## src/rtl/pattern_step_ctrl.sv

```systemverilog
// Step sequencer controller: tempo divider, step/bar counter and a one-deep pattern slot
// that reloads a downstream rotator at bar boundaries. Optional swing timing: PATTERN_STEP_SWING_EN.
module pattern_step_ctrl #(
  parameter int               DEPTH        = 16,
  parameter int               DIV_W        = 16,
  parameter logic [DEPTH-1:0] INIT_PATTERN = '0
) (
  input  logic                       clk,
  input  logic                       rst,
  input  logic                       run,
  input  logic [DIV_W-1:0]           div,
`ifdef PATTERN_STEP_SWING_EN
  input  logic [DIV_W-1:0]           swing,
`endif
  input  logic [$clog2(DEPTH):0]     len,
  input  logic                       pat_valid,
  input  logic [DEPTH-1:0]           pat_data,
  output logic                       pat_ready,
  output logic                       rot_ena,
  output logic                       rot_load,
  output logic [DEPTH-1:0]           rot_pattern,
  output logic [$clog2(DEPTH)-1:0]   step,
  output logic                       bar
);

  localparam int SW = $clog2(DEPTH);
  localparam int LW = SW + 1;

  typedef enum logic {IDLE, RUN} state_t;

  state_t           state_q, state_d;
  logic [DIV_W-1:0] tick_q, tick_d;
  logic [SW-1:0]    step_q, step_d;
  logic             ena_q, ena_d;
  logic             load_q, load_d;
  logic             bar_q, bar_d;
  logic             pend_valid_q, pend_valid_d;
  logic [DEPTH-1:0] pend_data_q, pend_data_d;
  logic [DEPTH-1:0] pattern_q, pattern_d;

  logic [LW-1:0]    last_step;
  logic             at_last;
  logic [DIV_W-1:0] limit;
  logic             terminal;
  logic             do_transfer;

  // Out-of-range lengths fall back to the full pattern width.
  always_comb begin
    if (len == '0 || len > LW'(DEPTH))
      last_step = LW'(DEPTH - 1);
    else
      last_step = len - LW'(1);
  end

  assign at_last = {1'b0, step_q} >= last_step;

`ifdef PATTERN_STEP_SWING_EN
  logic [DIV_W:0]   swing_sum;
  logic [DIV_W-1:0] swing_lim;

  // Intervals leading into an odd step are stretched by swing, saturating.
  always_comb begin
    swing_sum = {1'b0, div} + {1'b0, swing};
    swing_lim = swing_sum[DIV_W] ? '1 : swing_sum[DIV_W-1:0];
    limit     = (!at_last && !step_q[0]) ? swing_lim : div;
  end
`else
  assign limit = div;
`endif

  assign terminal = tick_q >= limit;

  always_ff @(posedge clk or posedge rst) begin
    if (rst) begin
      state_q      <= IDLE;
      tick_q       <= '0;
      step_q       <= '0;
      ena_q        <= 1'b0;
      load_q       <= 1'b0;
      bar_q        <= 1'b0;
      pend_valid_q <= 1'b0;
      pend_data_q  <= '0;
      pattern_q    <= INIT_PATTERN;
    end else begin
      state_q      <= state_d;
      tick_q       <= tick_d;
      step_q       <= step_d;
      ena_q        <= ena_d;
      load_q       <= load_d;
      bar_q        <= bar_d;
      pend_valid_q <= pend_valid_d;
      pend_data_q  <= pend_data_d;
      pattern_q    <= pattern_d;
    end
  end

  // Pulses are computed one cycle ahead so every output leaves a flop.
  always_comb begin
    state_d      = state_q;
    tick_d       = tick_q;
    step_d       = step_q;
    ena_d        = 1'b0;
    load_d       = 1'b0;
    bar_d        = 1'b0;
    pend_valid_d = pend_valid_q;
    pend_data_d  = pend_data_q;
    pattern_d    = pattern_q;
    do_transfer  = 1'b0;

    case (state_q)
      IDLE: begin
        tick_d      = '0;
        step_d      = '0;
        do_transfer = 1'b1;
        if (run) begin
          state_d = RUN;
          load_d  = 1'b1;
        end
      end
      RUN: begin
        if (!run) begin
          state_d = IDLE;
          tick_d  = '0;
          step_d  = '0;
        end else if (terminal) begin
          tick_d = '0;
          if (at_last) begin
            step_d      = '0;
            load_d      = 1'b1;
            bar_d       = 1'b1;
            do_transfer = 1'b1;
          end else begin
            step_d = step_q + SW'(1);
            ena_d  = 1'b1;
          end
        end else begin
          tick_d = tick_q + DIV_W'(1);
        end
      end
      default: state_d = IDLE;
    endcase

    // A pattern captured on this edge only becomes eligible at the next reload.
    if (do_transfer && pend_valid_q) begin
      pattern_d    = pend_data_q;
      pend_valid_d = 1'b0;
    end else if (pat_valid && !pend_valid_q) begin
      pend_valid_d = 1'b1;
      pend_data_d  = pat_data;
    end
  end

  assign pat_ready   = ~pend_valid_q;
  assign rot_ena     = ena_q;
  assign rot_load    = load_q;
  assign bar         = bar_q;
  assign step        = step_q;
  assign rot_pattern = pattern_q;

endmodule

```

## config.mk

```make
export PLATFORM = sky130hd
export DESIGN_NAME = pattern_step_ctrl
export DESIGN_NICKNAME = d
export VERILOG_FILES = /design/src/rtl/pattern_step_ctrl.sv
export SDC_FILE = /design/constraint.sdc
export NUM_CORES = 1
export LEC_CHECK = 0
export CORE_ASPECT_RATIO = 1.2
export CORE_MARGIN = 2
export CORE_UTILIZATION = 50
export CTS_CLUSTER_SIZE = 10
export DETAILED_ROUTE_END_ITERATION = 16
export PLACE_DENSITY = 0.84
export SYNTH_ARGS = -nofsm -noshare
export SYNTH_HDL_FRONTEND = slang
export SYNTH_SLANG_ARGS = --single-unit
export TNS_END_PERCENT = 10
```

## constraint.sdc

```tcl
create_clock -name clk -period 3.3 [get_ports clk]
set_clock_uncertainty 0.05 [all_clocks]
set_input_delay 0.495 -clock clk [delete_from_list [all_inputs] [get_ports clk]]
set_output_delay 0.495 -clock clk [all_outputs]
set_load 0.03 [all_outputs]
```

# Word level (Yosys, flattened, before mapping)
# Cells that the tools add are included.
op_classes:
  reduce_logical: 7
  mux: 21
  n_addsub: 3
  n_lt_le_gt_ge: 3
  n_eq_ne: 1
  n_bitwise: 3
ops:
  columns: ["op", "n"]
  rows:
  - ["2-to-1 mux 16 bit", 2]
  - ["case mux 16 bit (2 select lines)", 1]
  - ["adder 16 x 1 -> 16 bit, second input constant", 1]
  - ["greater-or-equal comparator 16 bit", 1]
  - ["2-to-1 mux 4 bit", 3]
  - ["2-to-1 mux 1 bit", 11]
  - ["case mux 4 bit (2 select lines)", 1]
  - ["greater-or-equal comparator 4 x 5 -> 1 bit", 1]
  - ["greater-than comparator 5 bit, second input constant", 1]
  - ["logical NOT 5 bit", 1]
  - ["2-to-1 mux 5 bit", 1]
  - ["subtractor 5 x 1 -> 5 bit, second input constant", 1]
  - ["adder 4 x 1 -> 4 bit, second input constant", 1]
  - ["case mux 1 bit (2 select lines)", 2]
  - ["inequality test 3 x 2 -> 1 bit, second input constant", 1]
  - ["NOT 1 bit", 3]
  - ["logical AND 1 bit", 2]
  - ["AND reduction 2 bit", 1]
  - ["nonzero test 2 bit", 1]
  - ["logical NOT 1 bit", 1]
  - ["logical OR 1 bit", 1]
word_totals:
  ff_bits: 57
  inputBits: 41
  wordCells: 47

# Depth between registers and ports, before layout
# Gate-level depths: netlist of the first run.
logic_depth:
  depth_word: 11
  depth_mapped: 16
  ltp_nobuf: 15

# Least setup slack after synthesis of the first run
# OpenSTA, ideal clock, no wires.
synth_path:
  path_kind: "input -> register"
  startpoint: "input len[0]"
  endpoint: "register pattern_q[0], in the netlist rot_pattern[0]"
  path_slack_ps: 129
  arrival_ps: 2996
  path_stages: 13
  setup_time_ps: 125
  path_buffers: 1
  cell_sequence: "inv_1 -> ha_1 -> nor2b_1 -> and2_1 -> xnor2_1 -> and2_1 -> ha_1 -> o21ai_1 -> a211oi_4 -> nand2_1 -> a211oi_4 -> buf_12 -> mux2_4"
synth_between:
  elab_chain_len: 9
  elab_cells_between_ends: 11
synth_lines:
  columns: ["element", "line_no", "text"]
  rows:
  - ["start, declared", "15", "input logic [$clog2(DEPTH):0] len,"]
  - ["greater-than comparator 5 bit / logical NOT 5 bit (equally long branches)", "49", "if (len == '0 || len > LW'(DEPTH))"]
  - ["logical OR 1 bit", "49", null]
  - ["2-to-1 mux 5 bit (*)", "49", null]
  - ["greater-or-equal comparator 4 x 5 -> 1 bit (*)", "55", "assign at_last = {1'b0, step_q} >= last_step;"]
  - ["2-to-1 mux 1 bit (*)", "127", "if (at_last) begin"]
  - ["2-to-1 mux 1 bit (*)", "125", "end else if (terminal) begin"]
  - ["2-to-1 mux 1 bit (*)", "121", "if (!run) begin"]
  - ["case mux 1 bit (2 select lines) (*)", "110", "case (state_q)"]
  - ["logical AND 1 bit (*)", "144", "if (do_transfer && pend_valid_q) begin"]
  - ["end signal, assigned", "93", "pattern_q <= pattern_d;"]
  - ["end, declared", "39", "logic [DEPTH-1:0] pattern_q, pattern_d;"]
# Every way passes the cells marked *; elsewhere a longest branch is shown, timed or not.
# A chain may end at the register's enable or synchronous reset.

# Worst setup path after layout of the first run
layout_path:
  startpoint: "input len[2]"
  endpoint: "register pattern_q[6], in the netlist rot_pattern[6]"
# The elaborated chain is that of the path after synthesis.

==> results of run 1 <==
==> cell families after synthesis <==
| kind of cell | Yosys count | share of synthesized area |
|---|---|---|
| AOI/OAI and AO/OA | 31 | 0.0810 |
| xor gates and xnor gates | 15 | 0.0434 |
| adders and majority gates | 24 | 0.0992 |
| buffers and inverters | 33 | 0.0492 |
| DFF | 57 | 0.471 |
| muxes | 32 | 0.131 |
| and+or+nand+nor | 77 | 0.124 |
==> Yosys cell counts (all sizes together) <==
cell / n
dfrtp: 57
mux2: 32
inv: 27
nor2: 25
ha: 24
nand2: 14
nand3: 10
o21ai: 9
xor2: 8
a21oi: 7
and3: 7
xnor2: 7
a211oi: 4
and2: 4
nor3: 4
buf: 3
clkbuf: 3
nand3b: 3
nor2b: 3
nand4: 2
o211ai: 2
o21a: 2
or3b: 2
a2111oi: 1
a21o: 1
a221o: 1
nand2b: 1
o21bai: 1
o311ai: 1
o31ai: 1
o41ai: 1
or2: 1
or4: 1
==> layout by cell type, fill, tap and decap left out, types with 2 or more instances in the layout <==
cell type | Yosys | final
mux2_4 | 10 | 10
a21oi_2 | 1 | 2
xor2_1 | 8 | 8
clkinv_2 | 0 | 2
dlymetal6s2s_1 | 0 | 2
nor2b_1 | 3 | 2
and2_1 | 4 | 4
nor2_1 | 25 | 25
xnor2_1 | 7 | 7
nand3b_1 | 3 | 3
a211oi_4 | 2 | 2
nand4_1 | 2 | 2
nor3_1 | 4 | 4
dfrtp_1 | 57 | 57
o21a_1 | 2 | 2
buf_4 | 0 | 17
clkbuf_8 | 0 | 10
inv_1 | 27 | 24
o21ai_0 | 8 | 8
o211ai_1 | 2 | 2
inv_2 | 0 | 3
and3_1 | 7 | 7
a21oi_1 | 6 | 5
nand2_1 | 14 | 13
a211oi_2 | 2 | 2
nand3_1 | 10 | 10
clkdlybuf4s50_1 | 0 | 62
mux2_2 | 16 | 16
ha_1 | 24 | 22
mux2_1 | 6 | 6
ha_2 | 0 | 2
bufinv_16 | 0 | 2
==> timing repair <==
item                       CTS  global route
resized for setup            0            10
setup buffers                0             1
setup endpoints to repair    0            16
==> per-stage QoR <==
step / hold WS, ns / area, sq um / power (W)
floorplan: 0.410 / 3030 / 0.00131
global placement: 0.415 / 3860 / 0.00160
detailed placement: 0.424 / 3860 / 0.00162
CTS: 0.439 / 4080 / 0.00234
global route: 0.471 / 4140 / 0.00244
finish: 0.436 / 4140 / 0.00233
==> worst register-to-register path: cells and delay by family (launching register included) <==
kind / cells / cell delay [ns]
compound gates: 4 / 0.97
flops: 1 / 0.40
simple gates: 1 / 0.13
buf+inv: 3 / 0.41
fa+ha+maj: 1 / 0.26
mux: 1 / 0.30
==> sequential cells by signal, indices dropped and copies added (netlist names) <==
| register | cells |
|---|---|
| rot_ena | 1 |
| tick_q | 16 |
| pend_valid_q | 1 |
| rot_pattern | 16 |
| bar | 1 |
| state_q | 1 |
| step | 4 |
| rot_load | 1 |
| pend_data_q | 16 |
==> worst paths after layout <==
path / slack (ns) / cells after the start / start / to
max: 0.30 / 15 / len[2] / rot_pattern[6]
min: 0.44 / 1 / rot_pattern[15] / rot_pattern[15]
max reg2reg: 0.67 / 10 / tick_q[0] / rot_pattern[6]
min reg2reg: 0.44 / 1 / rot_pattern[15] / rot_pattern[15]
max in group asynchronous: 1.96 / 3 / rst / tick_q[14]
min in group asynchronous: 0.58 / 2 / rst / pend_data_q[0]
==> report_power, final <==
part | internal [W] | switching (W)
clock | 0.000444 | 0.000275
sequential | 0.000837 | 0.0000809
combinational | 0.000360 | 0.000331
==> routing by layer <==
layer	vias to the layer above	routed length, microns	share of wire
li1	1096	-	-
met1	1062	2510	0.43
met2	43	3040	0.52
met3	9	226	0.039
met4	0	70	0.012
met5	-	0	0
==> layout make-up <==
type | count | area (sq um) | share of cell area
Clock buffer | 11 | 141 | 0.0342
Clock inverter | 5 | 78.8 | 0.0191
Inverter | 27 | 101 | 0.0245
Multi-Input combinational cell | 179 | 1470 | 0.355
Sequential cell | 57 | 1430 | 0.345
Tap cell | 82 | 103 | 0.0248
Timing Repair Buffer | 83 | 818 | 0.198
==> reports/summary.txt, run 1 <==
Status: complete, no violations
Antenna diode count: 0
CP Class: in2reg
Worst Setup End Kind: flip-flop
Initial antenna violation count: 0
Layout Cells excl Fill: 444
Slew Limit Fails: 0
Global-route wire length before repair: 9.34 mm
Die Area: 6690 sq um
VDD IR max: 0.000342 V
Gr busiest metal: met2
DR iter-0 viols: 101
Core area: 5930 sq um
Starting Density: 0.510
Largest net degree at the start of global routing: 38
Synth area leaders: dfrtp_1 (47%), ha_1 (9.9%), mux2_2 (6.0%)
Crit path launch type: input port
Syn Nets: 334
Site Rows: 31
Post-Synthesis Cells: 269
ANT nets after route: 0
Layout area overhead: 36.7%
Worst Path Buf+Inv: 2
Critical path fanouts, max: 8
Global routing usage on met3: 0.0417
DRT Pass-1 Iters: 4
Max clock buf depth: 2
Final core area utilization: 0.697
Pre-CTS setup slack: -0.281 ns
Seq/Total Area, Yosys: 0.471
Placed cell count: 426
CTS HTree Levels: 3
Crit-path slowest cell: clkdlybuf4s50_1
Critical path cell sequence: clkdlybuf4s50_1, nand3b_1, o21ai_0, o21ai_0, o21ai_0, nor2_1, a21oi_2, ha_2, o21a_1, nor2_1, a211oi_4, nand2_2, a211oi_4, clkbuf_16, mux2_4
CTS Hold Bufs: 0
Most frequent CP cell: o21ai_0
Finish-stage setup viols: 0
Yosys top cell area share: 0.471
DP HPWL: 4.36 mm
Max cap viols: 0
P_leak: 1.92 nW
# port buffers: 64
GR Layer Usage met1: 0.228
Root Buffer: clkbuf_8
Setup_tns: 0 ns
Worst EP arrival: 3.18 ns
Seq cells post-synth: 57
Clk sinks: 57
Grt total ovfl: 0
Fmax: 333 MHz
Synth Cell Area: 3030 sq um
Syn_area_per_cell: 11.3 sq um
DR vias: 2,210
Final critical-path required period: 3.00 ns
Req. time, crit path: 3.47 ns
FILL cells: 439
Final GP Congestion: 0.788
Worst-Skew Late Latency: 0.33 ns
Netlist cell types: 41
Overall routing resource usage: 0.186
Crit path max-delay family: compound AO/OA/AOI/OAI gates
Unrepaired setup endpoints after global routing: false
Nets: 422
Ports: 65
M2 GR Usage: 0.317
Slew Limit Headroom: 0.508
DR vias/cell: 4.98
Vias in the first global route: 2,119
Drc violations: 0
Die H: 89.2 microns
Hold crit path type: reg2reg
Power Dens Cells: 563 nW/um^2
Period utilisation layout: 0.910
Synth warnings: 0
Final worst slack: 0.296 ns
Reg clk slew, reported paths: 0.07 ns
Critical path's largest stage delay: 0.51 ns
Layout cell share with drive strength beyond 1: 0.213
Cell taking the most area after synthesis: dfrtp_1
Final WL: 5.84 mm
Final hold violation count: 0
Routed len/inst: 13.2 microns
Die width: 75.0 microns
Least-Margin Pin Slew: 0.737 ns
Cts bufs inserted: 9
CTS tree: done
(Power assumes the default switching activity.)
==> run 2, diff against run 1 <==
Settings changed: GPL_ROUTABILITY_DRIVEN from default to 0, RECOVER_POWER from default to 50.
==> reports/summary.txt, run 2 (synthesis gave the netlist of run 1 again) <==
Final hold violation count: 0 (unchanged)
CTS tree: done (unchanged)
Max clock buf depth: 2 (unchanged)
Die H: 89.2 microns (unchanged)
Slew Limit Headroom: 0.109 (was 0.508)
# port buffers: 64 (unchanged)
Ports: 65 (unchanged)
Finish-stage setup viols: 0 (unchanged)
Most frequent cells in the layout: clkdlybuf4s50_1 (59), dfrtp_1 (57), nor2_1 (25), inv_1 (25), ha_1 (22) (was clkdlybuf4s50_1 (62), dfrtp_1 (57), nor2_1 (25), inv_1 (24), ha_1 (22))
Layout cell share with drive strength beyond 1: 0.202 (was 0.213)
Overall routing resource usage: 0.186 (unchanged)
Final worst slack: 0.293 ns (was 0.296 ns)
P_leak: 1.91 nW (was 1.92 nW)
CTS HTree Levels: 3 (unchanged)
Period utilisation layout: 0.911 (was 0.910)
VDD IR max: 0.000342 V (about the same)
Die width: 75.0 microns (unchanged)
Site Rows: 31 (unchanged)
Drc violations: 0 (unchanged)
ANT nets after route: 0 (unchanged)
Final critical-path required period: 3.01 ns (was 3.00 ns)
Worst Setup End Kind: flip-flop (unchanged)
Worst setup path start: len[2] (unchanged)
Reg clk slew, reported paths: 0.07 ns (about the same)
Pre-CTS setup slack: -0.281 ns (unchanged)
Worst EP arrival: 3.18 ns (about the same)
Global-route wire length before repair: 9.34 mm (unchanged)
Layout Cells excl Fill: 444 (unchanged)
Root Buffer: clkbuf_8 (unchanged)
Nets: 422 (unchanged)
Placed cell count: 426 (unchanged)
DR vias/cell: 5.03 (was 4.98)
Layout area overhead: 36.3% (was 36.7%)
DRT Pass-1 Iters: 4 (unchanged)
Die Area: 6690 sq um (unchanged)
Hold crit path type: reg2reg (unchanged)
Critical path cell sequence: clkdlybuf4s50_1, nand3b_1, o21ai_0, o21ai_0, o21ai_0, nor2_1, a21oi_2, ha_2, o21a_1, nor2_1, a211oi_4, nand2_2, a211oi_4, clkbuf_16, mux2_4 (unchanged)
Req. time, crit path: 3.47 ns (about the same)
Grt total ovfl: 0 (unchanged)
Status: complete, no violations (unchanged)
Core area: 5930 sq um (unchanged)
Least-Margin Pin Slew: 1.33 ns (was 0.737 ns)
Reg2reg start: tick_q[0] (unchanged)
Cts bufs inserted: 9 (unchanged)
Most frequent CP cell: o21ai_0 (unchanged)
DR iter-0 viols: 103 (was 101)
Crit-path slowest cell: clkdlybuf4s50_1 (unchanged)
Largest net degree at the start of global routing: 38 (unchanged)
Clk sinks: 57 (unchanged)
Initial antenna violation count: 0 (unchanged)
CTS Hold Bufs: 0 (unchanged)
Antenna diode count: 0 (unchanged)
Critical path fanouts, max: 8 (unchanged)
Power Dens Cells: 563 nW/um^2 (about the same)
CP Class: in2reg (unchanged)
Min Hold Slack: 0.433 ns (was 0.436 ns)
Slew Limit Fails: 0 (unchanged)
Worst-Skew Late Latency: 0.33 ns (about the same)
DR vias: 2,233 (was 2,210)
Unrepaired setup endpoints after global routing: false (unchanged)
Commonest non-fill, non-tap cell in the layout: clkdlybuf4s50_1 (unchanged)
HP Start: rot_pattern[15] (unchanged)
DP HPWL: 4.36 mm (unchanged)
Critical path's largest stage delay: 0.51 ns (about the same)
Final WL: 5.81 mm (was 5.84 mm)
Max cap viols: 0 (unchanged)
Crit path launch type: input port (unchanged)
Vias in the first global route: 2,119 (unchanged)
Starting Density: 0.510 (unchanged)
Routed len/inst: 13.1 microns (was 13.2 microns)
Fmax: 333 MHz (about the same)
[run 2: changes by cell type in the layout (fill, tap and decap cells not counted), sizes merged]
cell           previous run  this run
clkdlybuf4s50            62        59
buf                      18        15
clkbuf                   12        15
dlygate4sd3               0         3
[run 2: area by class of cell]
class / count / area, sq um
Clock buffer: 11 / 141
Clock inverter: 5 / 78.8
Fill cell: 445 / 1810
Inverter: 27 / 101
Multi-Input combinational cell: 179 / 1470
Sequential cell: 57 / 1430
Tap cell: 82 / 103
Timing Repair Buffer: 83 / 807
[run 2: critical path: cells and delay by family]
kind                     cells  cell delay [ns]
buffers and inverters        2             0.75
AO/OA/AOI/OAI                7             0.92
multiplexers                 1             0.30
adder cells (fa/ha/maj)      1             0.31
AND/OR/NAND/NOR              4             0.40
[run 2: power breakdown]
part | switching, W | internal, W | total [W]
logic | 0.000332 | 0.000358 | 0.000689
registers | 0.0000802 | 0.000837 | 0.000917
clock network | 0.000273 | 0.000444 | 0.000718
total | 0.000685 | 0.00164 | 0.00232
[run 2: metal layers]
metal / global-route usage / vias to the layer above / part of all wire
met5: 0 / - / 0
li1: - / 1098 / -
met3: 0.0417 / 7 / 0.036
met1: 0.228 / 1081 / 0.43
met4: 0.0731 / 0 / 0.010
met2: 0.317 / 47 / 0.52
[run 2: repair_timing]
| action | 4_1_cts | 5_1_grt |
|---|---|---|
| resized for setup | 0 | 10 |
| setup endpoints to repair | 0 | 16 |
| setup buffers | 0 | 1 |
[run 2: stage by stage]
step	area, sq um	setup TNS [ns]	power [W]	utilization
detailed placement	3860	-4.47	0.00162	0.651
finish	4130	0	0.00232	0.695
global placement	3860	-3.41	0.00160	0.651
floorplan	3030	0	0.00131	-
global route	4130	0	0.00243	0.695
CTS	4080	0	0.00234	0.688
[run 2: worst paths after layout]
kind | to | slack [ns] | cells after the start
worst max-delay path | rot_pattern[6] | 0.29 | 15
worst min register to register | rot_pattern[15] | 0.43 | 1
worst max register to register | rot_pattern[6] | 0.67 | 10
max in group asynchronous | tick_q[14] | 1.06 | 3
worst min-delay path | rot_pattern[15] | 0.43 | 1
min in group asynchronous | pend_data_q[0] | 0.96 | 2
==> run 3, diff against run 2 <==
Settings changed: CTS_CLUSTER_DIAMETER from default to 60.
==> results of run 3 <==
Same layout as run 2: the final DEF is identical, and so are final timing and power.
